--- config.mk ---
export PLATFORM = sky130hd
export DESIGN_NAME = hazard_scoreboard
export DESIGN_NICKNAME = d
export VERILOG_FILES = /design/src/rtl/hazard_scoreboard_pkg.sv /design/src/rtl/hazard_scoreboard_md_scoreboard.sv /design/src/rtl/hazard_scoreboard.sv
export SDC_FILE = /design/constraint.sdc
export NUM_CORES = 1
export LEC_CHECK = 0
export ABC_AREA = 0
export CORE_MARGIN = 4
export CORE_UTILIZATION = 54
export DETAILED_ROUTE_END_ITERATION = 6
export GPL_ROUTABILITY_DRIVEN = 0
export PLACE_DENSITY = 0.86
export SLEW_MARGIN = 20
export SYNTH_ARGS = -nofsm -noshare
export SYNTH_HDL_FRONTEND = slang
export SYNTH_HIERARCHICAL = 1
export SYNTH_SLANG_ARGS = --single-unit
--- constraint.sdc ---
create_clock -name clk -period 9.7 [get_ports clk]
set_input_delay 1.94 -clock clk [delete_from_list [all_inputs] [get_ports clk]]
set_output_delay 1.94 -clock clk [all_outputs]
set_load 0.02 [all_outputs]
--- src/rtl/hazard_scoreboard_pkg.sv ---
// hazard_pkg: shared register-address default and hazard cause encoding for hazard_scoreboard
package hazard_pkg;
  localparam int REG_AW_DEF = 5;
  typedef enum logic [2:0] {NONE, LOAD_USE, RAW_MD, WAW_MD, STRUCT_MD, BRANCH} hz_cause_t;
endpackage

--- src/rtl/hazard_scoreboard_md_scoreboard.sv ---
// md_scoreboard: pending-register bits, outstanding count and sticky error for mul/div ops (in: issue/issue_rd, done/done_rd; out: pending, count, err)
module md_scoreboard
  import hazard_pkg::*;
#(
  parameter int REG_AW = REG_AW_DEF,
  parameter int MAX_INFLIGHT = 2
) (
  input  logic                               clk,
  input  logic                               rst,
  input  logic                               issue,
  input  logic [REG_AW-1:0]                  issue_rd,
  input  logic                               done,
  input  logic [REG_AW-1:0]                  done_rd,
  output logic [2**REG_AW-1:0]               pending,
  output logic [$clog2(MAX_INFLIGHT+1)-1:0]  count,
  output logic                               err
);
  localparam int NR = 2**REG_AW;
  localparam int CW = $clog2(MAX_INFLIGHT+1);
  localparam logic [NR-1:0] ONE = NR'(1);
  logic [NR-1:0] pending_q, pending_d, clr, set;
  logic [CW-1:0] count_q, count_d;
  logic err_q, err_d, done_ok;
  always_comb begin
    done_ok = done && count_q != '0;
    clr = done_ok ? ONE << done_rd : '0;
    set = issue && issue_rd != '0 ? ONE << issue_rd : '0;
    pending_d = (pending_q & ~clr) | set;
    count_d = count_q + CW'(issue) - CW'(done_ok);
    err_d = err_q || (done && count_q == '0);
  end
  always_ff @(posedge clk) begin
    if (rst) begin
      pending_q <= '0;
      count_q <= '0;
      err_q <= 1'b0;
    end else begin
      pending_q <= pending_d;
      count_q <= count_d;
      err_q <= err_d;
    end
  end
  assign pending = pending_q;
  assign count = count_q;
  assign err = err_q;
endmodule

--- src/rtl/hazard_scoreboard.sv ---
// hazard_scoreboard: ID/EX stall/flush controller with mul/div scoreboard (in: ID/EX fields, branch, md_done; out: stall, pc_write, if_id_write, flushes, sb_pending, inflight_cnt, stall_cycles, sb_err)
module hazard_scoreboard
  import hazard_pkg::*;
#(
  parameter int REG_AW = REG_AW_DEF,
  parameter int MAX_INFLIGHT = 2,
  parameter int CNT_W = 32,
  parameter bit DONE_BYPASS = 1'b1
) (
  input  logic                               clk,
  input  logic                               rst,
  input  logic                               id_valid,
  input  logic [REG_AW-1:0]                  id_rs1,
  input  logic [REG_AW-1:0]                  id_rs2,
  input  logic                               id_uses_rs1,
  input  logic                               id_uses_rs2,
  input  logic [REG_AW-1:0]                  id_rd,
  input  logic                               id_regwrite,
  input  logic                               id_is_muldiv,
  input  logic [REG_AW-1:0]                  ex_rd,
  input  logic                               ex_memread,
  input  logic                               ex_branch_taken,
  input  logic                               md_done,
  input  logic [REG_AW-1:0]                  md_done_rd,
  output logic                               stall,
  output logic                               pc_write,
  output logic                               if_id_write,
  output logic                               if_id_flush,
  output logic                               id_ex_flush,
  output logic [2**REG_AW-1:0]               sb_pending,
  output logic [$clog2(MAX_INFLIGHT+1)-1:0]  inflight_cnt,
  output logic [CNT_W-1:0]                   stall_cycles,
  output logic                               sb_err
);
  localparam int CW = $clog2(MAX_INFLIGHT+1);
  localparam logic [CW-1:0] MAX_C = CW'(MAX_INFLIGHT);
  hz_cause_t cause;
  logic [CNT_W-1:0] stall_cycles_q, stall_cycles_d;
  logic byp1, byp2, bypd, load_use, raw_md, waw_md, struct_md, issue;
  always_comb begin
    byp1 = DONE_BYPASS && md_done && md_done_rd == id_rs1;
    byp2 = DONE_BYPASS && md_done && md_done_rd == id_rs2;
    bypd = DONE_BYPASS && md_done && md_done_rd == id_rd;
    load_use = ex_memread && ex_rd != '0 &&
               ((id_uses_rs1 && ex_rd == id_rs1) || (id_uses_rs2 && ex_rd == id_rs2));
    raw_md = (id_uses_rs1 && id_rs1 != '0 && sb_pending[id_rs1] && !byp1) ||
             (id_uses_rs2 && id_rs2 != '0 && sb_pending[id_rs2] && !byp2);
    waw_md = id_regwrite && id_rd != '0 && sb_pending[id_rd] && !bypd;
    struct_md = id_is_muldiv && inflight_cnt == MAX_C && !md_done;
    cause = rst ? NONE : ex_branch_taken ? BRANCH : !id_valid ? NONE :
            load_use ? LOAD_USE : raw_md ? RAW_MD : waw_md ? WAW_MD :
            struct_md ? STRUCT_MD : NONE;
    stall = cause != NONE && cause != BRANCH;
    pc_write = !stall;
    if_id_write = !stall;
    if_id_flush = cause == BRANCH;
    id_ex_flush = stall || cause == BRANCH;
    issue = id_valid && id_is_muldiv && !stall && !ex_branch_taken;
    stall_cycles_d = stall && !(&stall_cycles_q) ? stall_cycles_q + CNT_W'(1) : stall_cycles_q;
  end
  always_ff @(posedge clk) begin
    if (rst) stall_cycles_q <= '0;
    else stall_cycles_q <= stall_cycles_d;
  end
  assign stall_cycles = stall_cycles_q;
  md_scoreboard #(.REG_AW(REG_AW), .MAX_INFLIGHT(MAX_INFLIGHT)) u_sb (
    .clk     (clk),
    .rst     (rst),
    .issue   (issue),
    .issue_rd(id_rd),
    .done    (md_done),
    .done_rd (md_done_rd),
    .pending (sb_pending),
    .count   (inflight_cnt),
    .err     (sb_err)
  );
endmodule

==> run metrics <==
Static Leakage 1.82 nW; drt drc 0; ANT cells 0; final HPWL from detailed placement 10.2 mm; crit share post-route 77.9%; pre-CTS setup slack 2180 ps; Core Footprint 0.00781 mm²; instance count of the mapped netlist 499; Boundary Pins 107; Chip Height 98.0 µm; clock insertion delay at the later pin of the skew report 350 ps; crit-path max cell delay 1070 ps; Synth Flop Type sky130_fd_sc_hd__dfxtp_1; sequential share of the synthesized area 30.6%; Min-Delay Startpoint stall_cycles[9]; Register-to-Register Setup Slack 6010 ps; Worst Clk Skew 11.3 ps; first-pass GRT wire length 22.6 mm; clock transition at the registers of the reported paths 70 ps; number of flops mapped to enable cells by yosys 0; global router's overall resource usage 28.7%; first drt pass iteration count 5; number of buffers inserted by hold repair at cts 0; post_cts resized 0; number of hold violations in the final report 0; TritonCTS clock tree yes; 1st-iter DRT viols 482; maximum vdd drop 116 µV; RSZ-0062 raised after global routing no; count of buffers added by post-CTS timing repair for setup 0; largest net degree at the start of global routing 42; Wirelength per Cell 20.6 µm; number of buffers inserted during clock tree synthesis 9; reg2reg start u_sb/pending[6]; count of cell types in the netlist 57; Cell Rows 32; cell area power density 113 mW/mm²; Max Freq 132 MHz; endpoint type of the worst setup path output pin; Worst Setup Slack, final 2140 ps; slowest stage cell, crit path sky130_fd_sc_hd__clkdlybuf4s50_1; Mapped Avg Cell Area 8.77 µm²; capturing point of the worst reg2reg path u_sb/pending[14]; Area Overhead vs Synth 28.4%; kind of start point of the critical path primary input; Num Clock Sinks 67; worst-case hold path end point stall_cycles[9]; share of cells above drive strength 1 8.29%; number of nets in the final layout 625; total of fill cells in the finished design 614; relative slew slack 38.9%; mapped cell area 0.00438 mm²; GR Overflow Total 0; path category of the worst min-delay check reg2reg; H-tree Lvls 3; routed wire length 14.3 mm; total of flip-flops plus latches after synthesis 67; peak fanout along the critical path 24; crit path DAT 5620 ps; ordered list of cells on the worst path clkdlybuf4s50_1, mux2i_1, mux4_2, nor3b_1, or4_4, and3b_4, mux2i_1, clkdlybuf4s50_1; WHS Path Cells 2; number of setup violations in the final report 0; worst reg-to-reg path cell count 10; Post-Syn Nets 537; fin. max-slew vios 0; buffer type at the clock tree root sky130_fd_sc_hd__clkbuf_8; pin slew with the least headroom to its limit 913 ps; data required time of the worst path 7760 ps; kind of critical path in2out; total negative slack 0 ps; Clock Path Buffers 2; total via count after detailed routing 4734; outcome finished clean; x dimension of the die 98.0 µm; Max-cap violations 0; Vias per Instance 6.83; post-layout min period 7560 ps; Syn. warnings 6; fraction of registers with async set or reset after synthesis 0%; Fin Hold WS 504 ps; number of port buffers 106; total die area 0.00961 mm²; number of antenna violations at the first check in global routing 0; number of global-route vias before repair 4445; utilization after layout 72.0%; Initial Utilization 56.1%; antenna viol nets, final 0
[cells in the mapped netlist (4+ instances only)]
master / instances / area [µm²]
sky130_fd_sc_hd__nand3b_1: 4 / 30.0
sky130_fd_sc_hd__o311ai_0: 22 / 193
sky130_fd_sc_hd__xnor2_1: 11 / 96.3
sky130_fd_sc_hd__nor2_1: 18 / 67.6
sky130_fd_sc_hd__a22oi_1: 6 / 45.0
sky130_fd_sc_hd__nor2b_1: 11 / 68.8
sky130_fd_sc_hd__o41ai_1: 6 / 52.6
sky130_fd_sc_hd__inv_1: 15 / 56.3
sky130_fd_sc_hd__and3_1: 4 / 25.0
sky130_fd_sc_hd__mux2i_1: 16 / 160
sky130_fd_sc_hd__mux2_2: 9 / 101
sky130_fd_sc_hd__or3_1: 23 / 144
sky130_fd_sc_hd__o31ai_1: 5 / 37.5
sky130_fd_sc_hd__nand3_1: 22 / 110
sky130_fd_sc_hd__nand4_1: 13 / 81.3
sky130_fd_sc_hd__nand4b_1: 4 / 35.0
sky130_fd_sc_hd__mux4_2: 14 / 315
sky130_fd_sc_hd__dfxtp_1: 67 / 1340
sky130_fd_sc_hd__o211ai_1: 10 / 75.1
sky130_fd_sc_hd__a21oi_1: 32 / 160
sky130_fd_sc_hd__clkbuf_1: 17 / 63.8
sky130_fd_sc_hd__o21ai_0: 49 / 245
sky130_fd_sc_hd__buf_2: 6 / 30.0
sky130_fd_sc_hd__and2_1: 4 / 25.0
sky130_fd_sc_hd__nand2_1: 27 / 101
sky130_fd_sc_hd__and4_1: 5 / 43.8
sky130_fd_sc_hd__xor2_1: 13 / 114
sky130_fd_sc_hd__or4_1: 8 / 60.1
sky130_fd_sc_hd__nor3_1: 10 / 50.1
[worst max path at each step]
stage	to	slack, ps	startpoint	cells after the start
6_report	if_id_write	2140	id_rd[1]	8
5_1_grt	if_id_write	2000	id_rd[1]	9
4_1_cts	if_id_write	2180	id_rd[1]	8
3_5_place_dp	if_id_write	2180	id_rd[1]	8
3_3_place_gp	if_id_write	2240	id_rd[1]	8
2_1_floorplan	pc_write	3480	id_rs2[1]	9
[power breakdown]
part	switching [W]	internal (W)	total [W]
Sequential	0.0000109	0.000281	0.000291
Combinational	0.0000787	0.0000542	0.000133
Clock	0.000113	0.0000990	0.000212
[per-layer routing]
metal / global-route usage [%] / part of all wire [%] / vias up
li1: - / - / 2134
met1: 37.9 / 38 / 2207
met3: 6.50 / 12 / 58
met4: 11.8 / 3.1 / 0
met5: 0 / 0 / -
met2: 45.5 / 47 / 335
[logic make-up after synthesis]
group	Yosys count	synth area share [%]
XOR/XNOR	24	4.80
multiplexers	41	14.1
buffers and inverters	47	4.83
adder cells (fa/ha/maj)	3	0.857
AO/OA/AOI/OAI	150	22.6
flip-flops	67	30.6
AND/OR/NAND/NOR	167	22.1
[worst max-delay path, delay by kind of cell]
kind | cells | cell delay, ps
buf+inv | 2 | 1790
mux | 3 | 1050
simple gates | 3 | 820
[per-stage QoR]
stage / std cells / power, W / area [µm²]
after floorplan: 499 / 0.000375 / 4380
after global placement: 678 / 0.000422 / 5430
after detailed placement: 678 / 0.000426 / 5430
after CTS: 693 / 0.000635 / 5610
after global routing: 693 / 0.000664 / 5620
final: 693 / 0.000636 / 5620
[sequential cells by signal, summed over array words and instances (netlist names)]
register	flops
u_sb/err	1
u_sb/pending	32
u_sb/count	2
stall_cycles	32
[cells in the final DEF, fill, tap and decap left out, drive strengths merged, types with 6 or more instances in the layout]
cell	Yosys	final
nand2	27	27
o211ai	10	10
nor3	10	10
o311ai	25	25
xor2	13	13
nor2b	11	11
xnor2	11	11
mux2i	16	16
or4	9	9
clkdlybuf4s50	0	106
dfxtp	67	67
o41ai	6	6
nor2	18	18
or3	23	23
mux2	10	10
mux4	15	15
a22oi	6	6
a21oi	32	32
nand4	13	13
inv	15	15
clkbuf	18	10
o21ai	51	51
nand3	22	22
[area by class of cell]
class / count / area [µm²] / area share, %
timing repair buffer: 109 / 1080 / 19.3
clock buffer: 10 / 138 / 2.45
clock inverter: 5 / 40.0 / 0.713
inverter: 15 / 56.3 / 1.00
multi-input combinational: 385 / 2830 / 50.4
sequential: 67 / 1340 / 23.9
tap: 102 / 128 / 2.27
(Power assumes the default switching activity.)
==> variant (same flow settings) <==
Reset style: asynchronous (`rst`), changed in 2 clocked blocks.
--- a/src/rtl/hazard_scoreboard_md_scoreboard.sv
+++ b/src/rtl/hazard_scoreboard_md_scoreboard.sv
@@ -31,3 +31,3 @@
   end
-  always_ff @(posedge clk) begin
+  always_ff @(posedge clk or posedge rst) begin
     if (rst) begin
--- a/src/rtl/hazard_scoreboard.sv
+++ b/src/rtl/hazard_scoreboard.sv
@@ -60,3 +60,3 @@
   end
-  always_ff @(posedge clk) begin
+  always_ff @(posedge clk or posedge rst) begin
     if (rst) stall_cycles_q <= '0;
Check against the original RTL: differs if rst is asserted again (counterexample within 4 cycles, from zero or initial values and one cycle with rst high); with rst held inactive, the same outputs for 4 cycles.
==> variant against the unedited design <==
Wire length rose by 1.3%. Sequential share of layout area up 4.2 points. Sequential cell count unchanged. Design area rose by 6.3%. Critical endpoint unchanged. Synthesized cell count shrank 5.8%. Highest routed layer is now met5. Worst setup slack improved by 0.16 ns. Synthesized area up 7.5%. Maximum frequency up 2.2%.
Power is not compared: it rests on default switching activity, and its combinational part moved more than twofold at a synthesized area within 25%.
==> variant: results <==
[run_status]
status = "complete, no violations"

[synthesis]
synth_fp_nets = 508
ys.flop_type = "dfrtp_1"
synth_common_cells = "dfrtp_1 (67), nand2_1 (58), xor2_1 (39)"
synthTopCellsByArea = "dfrtp_1 (36%), mux4_2 (7.7%), xor2_1 (7.3%), nand2_1 (4.6%), xnor2_1 (3.0%)"

[placed_design]
dp.cells = 657
dpl.hpwl_mm = 10.45

[global_route]
grt_max_degree = 36
grt_use_total = 0.2816
grtUsageMet2 = 0.4230
grt_first_pass_wirelength_mm = 22.71
use_met1 = 0.3849
antenna_found_initial = 2
grt_pass1_vias = 4429

[worst_setup_path]
reg2reg_to = "u_sb/pending[6]$_DFF_PP0_"
crit_start = "id_rd[0]"
r2r_cells = 12
reg2reg_from = "u_sb/pending[28]$_DFF_PP0_"
rrSetupSlack_ns = 5.62
path_max_fanout = 33

[timing]
tightestPinTransition_ns = 0.8265
skew_ns = 0.01066

[detailed_routing]
wire_per_inst_microns = 21.45
first_iter_violations = 522
post_drt_via_cell_ratio = 6.690
wirelength_mm = 14.46

[final_layout]
nets = 602
num-fill-cells = 575
==> variant: changes by cell type after synthesis, sizes merged, moves of 16 or more <==
cell / unedited run / this run
a21oi: 32 / 5
dfrtp: 0 / 67
dfxtp: 67 / 0
mux2i: 16 / 0
nand2: 27 / 59
o21ai: 51 / 3
o311ai: 25 / 0
xor2: 13 / 39
==> variant: final cells by class <==
type	count	area, sq um	area share
Clock inverter	7	98.84	0.01655
Clock buffer	9	123.9	0.02074
Sequential cell	67	1677	0.2807
Timing Repair Buffer	111	1099	0.1839
Tap cell	105	131.4	0.02199
Inverter	15	56.30	0.009426
Multi-Input combinational cell	360	2788	0.4667
==> variant: per-layer routing <==
layer,vias up,part of all wire
li1,1928,-
met1,2140,0.39
met2,371,0.44
met3,66,0.14
met4,4,0.028
met5,-,0.0023
==> variant: worst min path at each step <==
stage / startpoint / end / slack [ns] / depth (start not counted)
after floorplan: u_sb/err$_DFF_PP0_ / u_sb/err$_DFF_PP0_ / 0.57 / 1
after global placement: u_sb/err$_DFF_PP0_ / u_sb/err$_DFF_PP0_ / 0.44 / 1
after detailed placement: u_sb/err$_DFF_PP0_ / u_sb/err$_DFF_PP0_ / 0.45 / 1
after CTS: u_sb/err$_DFF_PP0_ / u_sb/err$_DFF_PP0_ / 0.47 / 1
after global routing: u_sb/err$_DFF_PP0_ / u_sb/err$_DFF_PP0_ / 0.49 / 1
final: u_sb/err$_DFF_PP0_ / u_sb/err$_DFF_PP0_ / 0.46 / 1
==> variant: stage by stage <==
stage                 util  hold slack [ns]  instance area [sq um]  setup WS (ns)
floorplan                -           0.5654                   4706          3.848
global placement    0.6883           0.4438                   5741          2.411
detailed placement  0.6886           0.4454                   5743          2.342
CTS                 0.7153           0.4683                   5966          2.340
global route        0.7162           0.4888                   5973          2.049
finish              0.7162           0.4625                   5973          2.308
==> variant: cells by family after synthesis <==
kind of cell               Yosys count  synth area share
and+or+nand+nor                    208            0.2616
DFF                                 67            0.3563
AOI/OAI and AO/OA                   63            0.1010
xor gates and xnor gates            55            0.1024
buffers and inverters               43           0.05184
muxes                               31            0.1189
adders and majority gates            3          0.007977
==> variant: worst max-delay path, cell delays in order <==
cell             delay, ns
clkdlybuf4s50_1       0.99
mux4_2                0.59
a22oi_1               0.21
nand4_1               0.12
o2111ai_1             0.12
and4_1                0.22
buf_4                 0.39
nor2b_1               0.15
inv_1                 0.10
clkdlybuf4s50_1       0.60
==> variant: power breakdown <==
group	switching [W]	internal, W	leakage [nW]	total [W]
Sequential	0.0000557	0.000309	0.894	0.000365
Combinational	0.000147	0.000134	1.55	0.000282
Clock	0.000118	0.000146	0.110	0.000264
Total	0.000321	0.000590	2.56	0.000911
